## config.mk

```make
export PLATFORM = sky130hd
export DESIGN_NAME = bus_gate_arbiter
export DESIGN_NICKNAME = d
export VERILOG_FILES = /design/src/rtl/bus_gate_arbiter.sv
export SDC_FILE = /design/constraint.sdc
export NUM_CORES = 1
export LEC_CHECK = 0
export CAP_MARGIN = 20
export CELL_PAD_IN_SITES_DETAIL_PLACEMENT = 1
export CELL_PAD_IN_SITES_GLOBAL_PLACEMENT = 2
export CORE_UTILIZATION = 33
export DETAILED_ROUTE_END_ITERATION = 10
export GPL_TIMING_DRIVEN = 1
export HOLD_SLACK_MARGIN = 0.02
export PLACE_DENSITY = 0.88
export SKIP_CTS_REPAIR_TIMING = 1
export SLEW_MARGIN = 25
export SYNTH_ARGS = -nofsm -noshare
export SYNTH_HDL_FRONTEND = slang
export SYNTH_SLANG_ARGS = --single-unit
```

## constraint.sdc

```tcl
create_clock -name Clk -period 2.5 [get_ports Clk]
set_input_delay 0.625 -clock Clk [delete_from_list [all_inputs] [get_ports Clk]]
set_output_delay 0.625 -clock Clk [all_outputs]
set_load 0.005 [all_outputs]
```

## src/rtl/bus_gate_arbiter.sv

```systemverilog
// Round-robin owner of the four LC-3 bus gate enables (ALU, PC, MARMUX, MDR).
// One driver is granted at a time. A contended owner is released after
// MAX_HOLD cycles. Every handover is separated by TURNAROUND dead cycles.
module bus_gate_arbiter #(
  parameter int MAX_HOLD   = 4,  // 0 disables forced release, 0..15
  parameter int TURNAROUND = 1   // dead cycles between owners, 1..7
) (
  input  logic       Clk,
  input  logic       Reset,
  input  logic [3:0] req,        // [3]=ALU [2]=PC [1]=MARMUX [0]=MDR
  output logic       GateALU,
  output logic       GatePC,
  output logic       GateMARMUX,
  output logic       GateMDR,
  output logic [1:0] owner,
  output logic       bus_busy,
  output logic       preempt
);

  typedef enum logic [1:0] {IDLE, GRANT, TURN} state_t;

  localparam logic [3:0] HOLD_LIM  = 4'(MAX_HOLD);
  // With preemption disabled the hold counter still saturates, just at its ceiling
  localparam logic [3:0] HOLD_SAT  = (MAX_HOLD == 0) ? 4'd15 : 4'(MAX_HOLD);
  localparam logic [2:0] TURN_LAST = 3'(TURNAROUND);

  state_t     state_reg;
  logic [1:0] ptr_reg;
  logic [1:0] owner_reg;
  logic [3:0] hold_cnt_reg;
  logic [2:0] turn_cnt_reg;
  logic [3:0] gate_reg;
  logic       bus_busy_reg;
  logic       preempt_reg;

  logic [1:0] win;
  logic [1:0] cand;
  logic       win_valid;
  logic [3:0] win_dec;
  logic [3:0] owner_dec;
  logic       others_req;

  // Winner search: start one below the last grantee and descend modulo 4, so
  // the last grantee itself is considered last.
  always_comb begin
    win       = ptr_reg;
    win_valid = 1'b0;
    cand      = 2'd0;
    for (int i = 4; i >= 1; i--) begin
      cand = ptr_reg - 2'(i);
      if (req[cand]) begin
        win       = cand;
        win_valid = 1'b1;
      end
    end
  end

  genvar gi;
  generate
    for (gi = 0; gi < 4; gi++) begin : g_dec
      assign win_dec[gi]   = (win == 2'(gi));
      assign owner_dec[gi] = (owner_reg == 2'(gi));
    end
  endgenerate

  assign others_req = |(req & ~owner_dec);

  // Arbitration FSM; every output is a register updated here
  always_ff @(posedge Clk) begin
    if (Reset) begin
      state_reg    <= IDLE;
      ptr_reg      <= 2'd0;
      owner_reg    <= 2'd0;
      hold_cnt_reg <= 4'd0;
      turn_cnt_reg <= 3'd0;
      gate_reg     <= 4'd0;
      bus_busy_reg <= 1'b0;
      preempt_reg  <= 1'b0;
    end else begin
      preempt_reg <= 1'b0;
      case (state_reg)
        IDLE: begin
          if (win_valid) begin
            state_reg    <= GRANT;
            ptr_reg      <= win;
            owner_reg    <= win;
            hold_cnt_reg <= 4'd1;
            gate_reg     <= win_dec;
            bus_busy_reg <= 1'b1;
          end
        end
        GRANT: begin
          if (!req[owner_reg]) begin
            state_reg    <= TURN;
            turn_cnt_reg <= 3'd1;
            gate_reg     <= 4'd0;
            bus_busy_reg <= 1'b0;
          end else if ((HOLD_LIM != 4'd0) && (hold_cnt_reg == HOLD_LIM) && others_req) begin
            state_reg    <= TURN;
            turn_cnt_reg <= 3'd1;
            gate_reg     <= 4'd0;
            bus_busy_reg <= 1'b0;
            preempt_reg  <= 1'b1;
          end else if (hold_cnt_reg < HOLD_SAT) begin
            hold_cnt_reg <= hold_cnt_reg + 4'd1;
          end
        end
        TURN: begin
          // Requests are only looked at in the final dead cycle
          if (turn_cnt_reg >= TURN_LAST) begin
            if (win_valid) begin
              state_reg    <= GRANT;
              ptr_reg      <= win;
              owner_reg    <= win;
              hold_cnt_reg <= 4'd1;
              gate_reg     <= win_dec;
              bus_busy_reg <= 1'b1;
            end else begin
              state_reg <= IDLE;
            end
          end else begin
            turn_cnt_reg <= turn_cnt_reg + 3'd1;
          end
        end
        default: state_reg <= IDLE;
      endcase
    end
  end

  assign GateALU    = gate_reg[3];
  assign GatePC     = gate_reg[2];
  assign GateMARMUX = gate_reg[1];
  assign GateMDR    = gate_reg[0];
  assign owner      = owner_reg;
  assign bus_busy   = bus_busy_reg;
  assign preempt    = preempt_reg;

endmodule

```

==> results.toml, run 1 <==
[run_status]
outcome = "completed"

[route]
detail_route.first_pass.iterations = 4
vias_per_cell = 5.13
remaining_drc_errors = 0
postRouteWirelength_mm = 2.43
route.vias.total = 913
first_iter_violations = 52
antenna_left = 0
routedWlPerCell_um = 13.7

[layout]
final_util_pct = 41.6
syn_to_final_growth_pct = 19.4
layout_commonest_cell = "sky130_fd_sc_hd__dfxtp_1"
n_antenna_cell = 0
drive_gt1_share_pct = 14.2
commonest_non_fill_non_tap_cells_in_the_layout = "sky130_fd_sc_hd__dfxtp_1 (17), sky130_fd_sc_hd__clkdlybuf4s50_1 (13), sky130_fd_sc_hd__nor2_1 (11)"
number_of_nets_in_the_final_layout = 149
filler_cell_count = 378

[synth]
synth.ff_latch_count = 17
synth.area.top_cells = "sky130_fd_sc_hd__dfxtp_1 (32%), sky130_fd_sc_hd__ha_1 (9.4%), sky130_fd_sc_hd__nor2_1 (3.9%)"
yosys.area.top_type = "sky130_fd_sc_hd__dfxtp_1"
post_synth_instance_area_um2 = 1060
yosysUniqueCellTypes = 40
synth_top_area_share_pct = 32.0
async_sr_flop_fraction_pct = 0
synth-edff-count = 0
ys.warnings.count = 0
ys_seq_area_share_pct = 32.0
avgSynthCellArea_um2 = 8.95
syn-num-nets = 133
ys_dominant_reg_cell = "sky130_fd_sc_hd__dfxtp_1"
syn-instance-count = 119

[timing]
report.final.slew_viol_count = 0
fin_skew_ns = 0.00250
final_min_period_over_clock_period_pct = 87.2
final.setup.tns_ns = 0
hold_viol_final = 0
setup_violations = 0
final_period_minus_worst_setup_slack_ns = 2.18
fmax_ghz = 0.459
max_slew.worst_pin.slew_ns = 0.567
rsz0062_at_grt = "false"
maxSlewHeadroom_pct = 62.1

[global_routing]
grt_pass1_wl_mm = 4.22
track_usage_pct = 15.7
via_count_of_the_first_global_routing_pass = 931
maximum_number_of_pins_on_one_net_before_global_route_repair = 15
globalRoute.totalOverflow = 0
initial_antenna_violation_count = 0

[setup_path]
setup.worst_path.start_class = "primary input"
worst-endpoint-required_ns = 2.73
timing.critical_path.arrival_ns = 2.41
worstSetupEndpointType = "register"
worstSetupPathType = "primary input to register"
crit_fanout = 9

[die]
chipHeight_um = 58.8
pin_count = 14
std_cell_rows = 20
initial_utilization_pct = 34.9
die_area_um2 = 3460
chipWidth_um = 58.8
floorplan.core_area_um2 = 3050

[clocking]
clock-root-buffer = "sky130_fd_sc_hd__clkbuf_4"
inserted_clock_buffers = 3
clock_sink_count = 17
clk-insertion-delay-late_ns = 0.28
htreeDepth = 1
cts_tree = "built"
clk_pin_slew_ns = 0.10
cts_max_path_buffers = 2

[run]
max_cap_viol_count = 0

[power]
power.density_nw_per_um2 = 801
totalPowerFinal_mw = 1.02
p_leak_nw = 0.482
irDropWorstVdd_mv = 0.362

[min_path]
min_path_type = "register to register"

[place]
place_hpwl_mm = 1.86
routabilityCongestion = 0.794
portBuffers = 13
==> layout make-up <==
class / count / area (um^2) / area share [%]
repair buffers: 17 / 160 / 12.6
clock buffers: 4 / 26.3 / 2.07
well taps: 44 / 55.1 / 4.33
multi-input cells: 88 / 659 / 51.9
flip-flops and latches: 17 / 340 / 26.8
inverters: 8 / 30.0 / 2.36
==> metrics by stage <==
| stage | hold slack [ns] | cell area, um^2 | cells | worst slack [ns] |
|---|---|---|---|---|
| 3_3_place_gp | 0.449 | 1240 | 174 | 0.101 |
| 6_report | 0.474 | 1270 | 178 | 0.320 |
| 3_5_place_dp | 0.459 | 1240 | 174 | 0.0422 |
| 2_1_floorplan | 0.456 | 1060 | 119 | 0.374 |
| 4_1_cts | 0.481 | 1270 | 178 | 0.338 |
| 5_1_grt | 0.494 | 1270 | 178 | 0.200 |
==> cells by family (layout without fill, tap and decap cells) <==
logic type | after synthesis | after routing | synth area share, %
and+or+nand+nor | 44 | 44 | 23.5
DFF | 17 | 17 | 32.0
muxes | 5 | 5 | 4.94
buffers and inverters | 14 | 29 | 6.11
AOI/OAI and AO/OA | 31 | 31 | 24.1
adders and majority gates | 8 | 8 | 9.40
==> critical path: stages <==
cell,delay [ns]
sky130_fd_sc_hd__clkdlybuf4s50_1,0.57
sky130_fd_sc_hd__mux2_2,0.33
sky130_fd_sc_hd__o32ai_1,0.33
sky130_fd_sc_hd__mux2i_1,0.17
sky130_fd_sc_hd__nor3_1,0.21
sky130_fd_sc_hd__a22o_1,0.16
==> synthesized netlist by cell type (all sizes together), types with 3 or more instances <==
cell,n
dfxtp,17
nor2,11
a21oi,9
ha,8
inv,8
nand2,8
nand2b,6
nor3,6
buf,5
mux2i,3
==> report_power, final <==
part           switching, mW  total [mW]  internal [mW]
Combinational          0.264       0.512          0.248
Sequential            0.0381       0.362          0.324
Clock                 0.0822       0.144         0.0618
==> path summary, 6_finish.rpt <==
path | startpoint | to | slack [ns] | cells past startpoint
setup / recovery | req[3] | gate_reg[2] | 0.32 | 6
setup reg to reg | ptr_reg[0] | gate_reg[2] | 0.38 | 7
hold reg to reg | gate_reg[3] | gate_reg[3] | 0.47 | 1
hold / removal | gate_reg[3] | gate_reg[3] | 0.47 | 1
==> layer usage <==
| layer | wire length, um | up-vias | GRT usage, % |
|---|---|---|---|
| li1 | - | 455 | - |
| met1 | 1080 | 445 | 19.5 |
| met2 | 1260 | 11 | 27.9 |
| met3 | 76 | 2 | 1.76 |
| met4 | 15 | 0 | 5.44 |
| met5 | 0 | - | 0 |
Note: power is estimated with default switching activity, not from simulation.
==> run 2, diff against run 1 <==
CORE_UTILIZATION = 34   (was 33)
CTS_BUF_LIST = sky130_fd_sc_hd__clkbuf_8   (was default)
PLACE_DENSITY = default   (was 0.88)
PLACE_DENSITY_LB_ADDON = 0.1   (was default)
==> run 2 against run 1 <==
Compared with the run above:
- final area increased by 0.20%
- via count decreased by 2.3%
- clock skew up 0.0029 ns
- non-clock buffer count did not move
- critical path type unchanged
- clock power up 42%
- clock-buffer cell count is 1 lower
- die area down 2.8%
- global-route usage grew 1.1 points
- maximum frequency down 2.5%
- setup slack worse by 0.057 ns
==> results.toml, run 2 (synthesis gave the netlist of run 1 again) <==
[power]
totalPowerFinal_mw = 1.08
irDropWorstVdd_mv = 0.408
p_leak_nw = 0.494
power.density_nw_per_um2 = 848

[global_routing]
track_usage_pct = 16.8
globalRoute.totalOverflow = 0
initial_antenna_violation_count = 0
via_count_of_the_first_global_routing_pass = 908
maximum_number_of_pins_on_one_net_before_global_route_repair = 17
grt_pass1_wl_mm = 4.34

[timing]
fmax_ghz = 0.447
final_min_period_over_clock_period_pct = 89.5
max_slew.worst_pin.slew_ns = 0.614
fin_skew_ns = 0.00537
setup_slack_ns = 0.264
maxSlewHeadroom_pct = 59.0
hold_viol_final = 0
report.final.slew_viol_count = 0
final.setup.tns_ns = 0
rsz0062_at_grt = "false"
setup_violations = 0
final_period_minus_worst_setup_slack_ns = 2.24
whs_ns = 0.482

[route]
wl_met2_mm = 1.20
route.vias.total = 892
antenna_left = 0
remaining_drc_errors = 0
postRouteWirelength_mm = 2.48
highest_layer = "met4"
route.met3.wl_um = 58
wl_met1_mm = 1.21
routedWlPerCell_um = 15.0
detail_route.first_pass.iterations = 4
first_iter_violations = 18
vias_per_cell = 5.41

[setup_path]
timing.critical_path.arrival_ns = 2.43
reg2reg_depth = 7
setup.worst_path.start_class = "primary input"
worstSetupEndpointType = "register"
crit_fanout = 9
worst-endpoint-required_ns = 2.69
worstSetupPathType = "primary input to register"

[clocking]
cts_max_path_buffers = 2
clk-insertion-delay-late_ns = 0.25
htreeDepth = 1
clock-root-buffer = "sky130_fd_sc_hd__clkbuf_8"
clock_sink_count = 17
inserted_clock_buffers = 3
cts_tree = "built"
clk_pin_slew_ns = 0.06

[min_path]
min_delay_path_depth = 1
min_path_type = "register to register"

[die]
std_cell_rows = 19
chipWidth_um = 58.0
initial_utilization_pct = 37.3
die_area_um2 = 3360
chipHeight_um = 58.0
floorplan.core_area_um2 = 2850
pin_count = 14

[layout]
final_cells = 165
commonest_non_fill_non_tap_cells_in_the_layout = "sky130_fd_sc_hd__dfxtp_1 (17), sky130_fd_sc_hd__clkdlybuf4s50_1 (13), sky130_fd_sc_hd__nor2_1 (11)"
drive_gt1_share_pct = 14.2
final_cell_area_um2 = 1270
number_of_nets_in_the_final_layout = 149
layout_commonest_cell = "sky130_fd_sc_hd__dfxtp_1"
filler_cell_count = 343
final_util_pct = 44.6
n_antenna_cell = 0
syn_to_final_growth_pct = 19.6

[place]
portBuffers = 13
place.detailed.instances = 161
routabilityCongestion = 0.748
place_hpwl_mm = 1.94
placed_area_um2 = 1230
post-place-ws_ns = 0.0221

[run_status]
outcome = "completed"

[run]
max_cap_viol_count = 0
[run 2: cell types whose count changed in the layout (fill, tap and decap cells not counted)]
cell,previous run,this run
sky130_fd_sc_hd__clkbuf_4,3,0
sky130_fd_sc_hd__clkbuf_8,0,3
sky130_fd_sc_hd__clkbuf_1,1,0
sky130_fd_sc_hd__inv_1,8,9
[run 2: per-layer routing]
| layer | up-vias | global-route usage (%) |
|---|---|---|
| li1 | 456 | - |
| met1 | 425 | 22.5 |
| met2 | 9 | 27.6 |
| met3 | 2 | 3.57 |
| met4 | 0 | 4.08 |
| met5 | - | 0 |
[run 2: worst max-delay path, stage by stage]
cell,delay (ns)
sky130_fd_sc_hd__clkdlybuf4s50_1,0.56
sky130_fd_sc_hd__mux2_2,0.33
sky130_fd_sc_hd__o32ai_1,0.33
sky130_fd_sc_hd__mux2i_1,0.16
sky130_fd_sc_hd__nor3_1,0.23
sky130_fd_sc_hd__a22o_1,0.20
[run 2: worst paths after layout]
kind,from,endpoint,slack (ns)
min,gate_reg[1],gate_reg[1],0.48
max reg2reg,ptr_reg[0],gate_reg[2],0.35
max,req[3],gate_reg[2],0.26
min reg2reg,gate_reg[1],gate_reg[1],0.48
[run 2: where the power goes]
group / switching [mW] / leakage, nW / total, mW / internal, mW
sequential: 0.0394 / 0.139 / 0.364 / 0.325
combinational: 0.264 / 0.328 / 0.511 / 0.247
clock: 0.0957 / 0.0269 / 0.205 / 0.109
[run 2: layout make-up]
cell class / count / area [um^2] / share of cell area, %
Sequential cell: 17 / 340 / 26.7
Multi-Input combinational cell: 88 / 659 / 51.8
Clock inverter: 1 / 3.75 / 0.295
Tap cell: 31 / 38.8 / 3.05
Clock buffer: 3 / 41.3 / 3.24
Timing Repair Buffer: 17 / 160 / 12.6
Inverter: 8 / 30.0 / 2.36
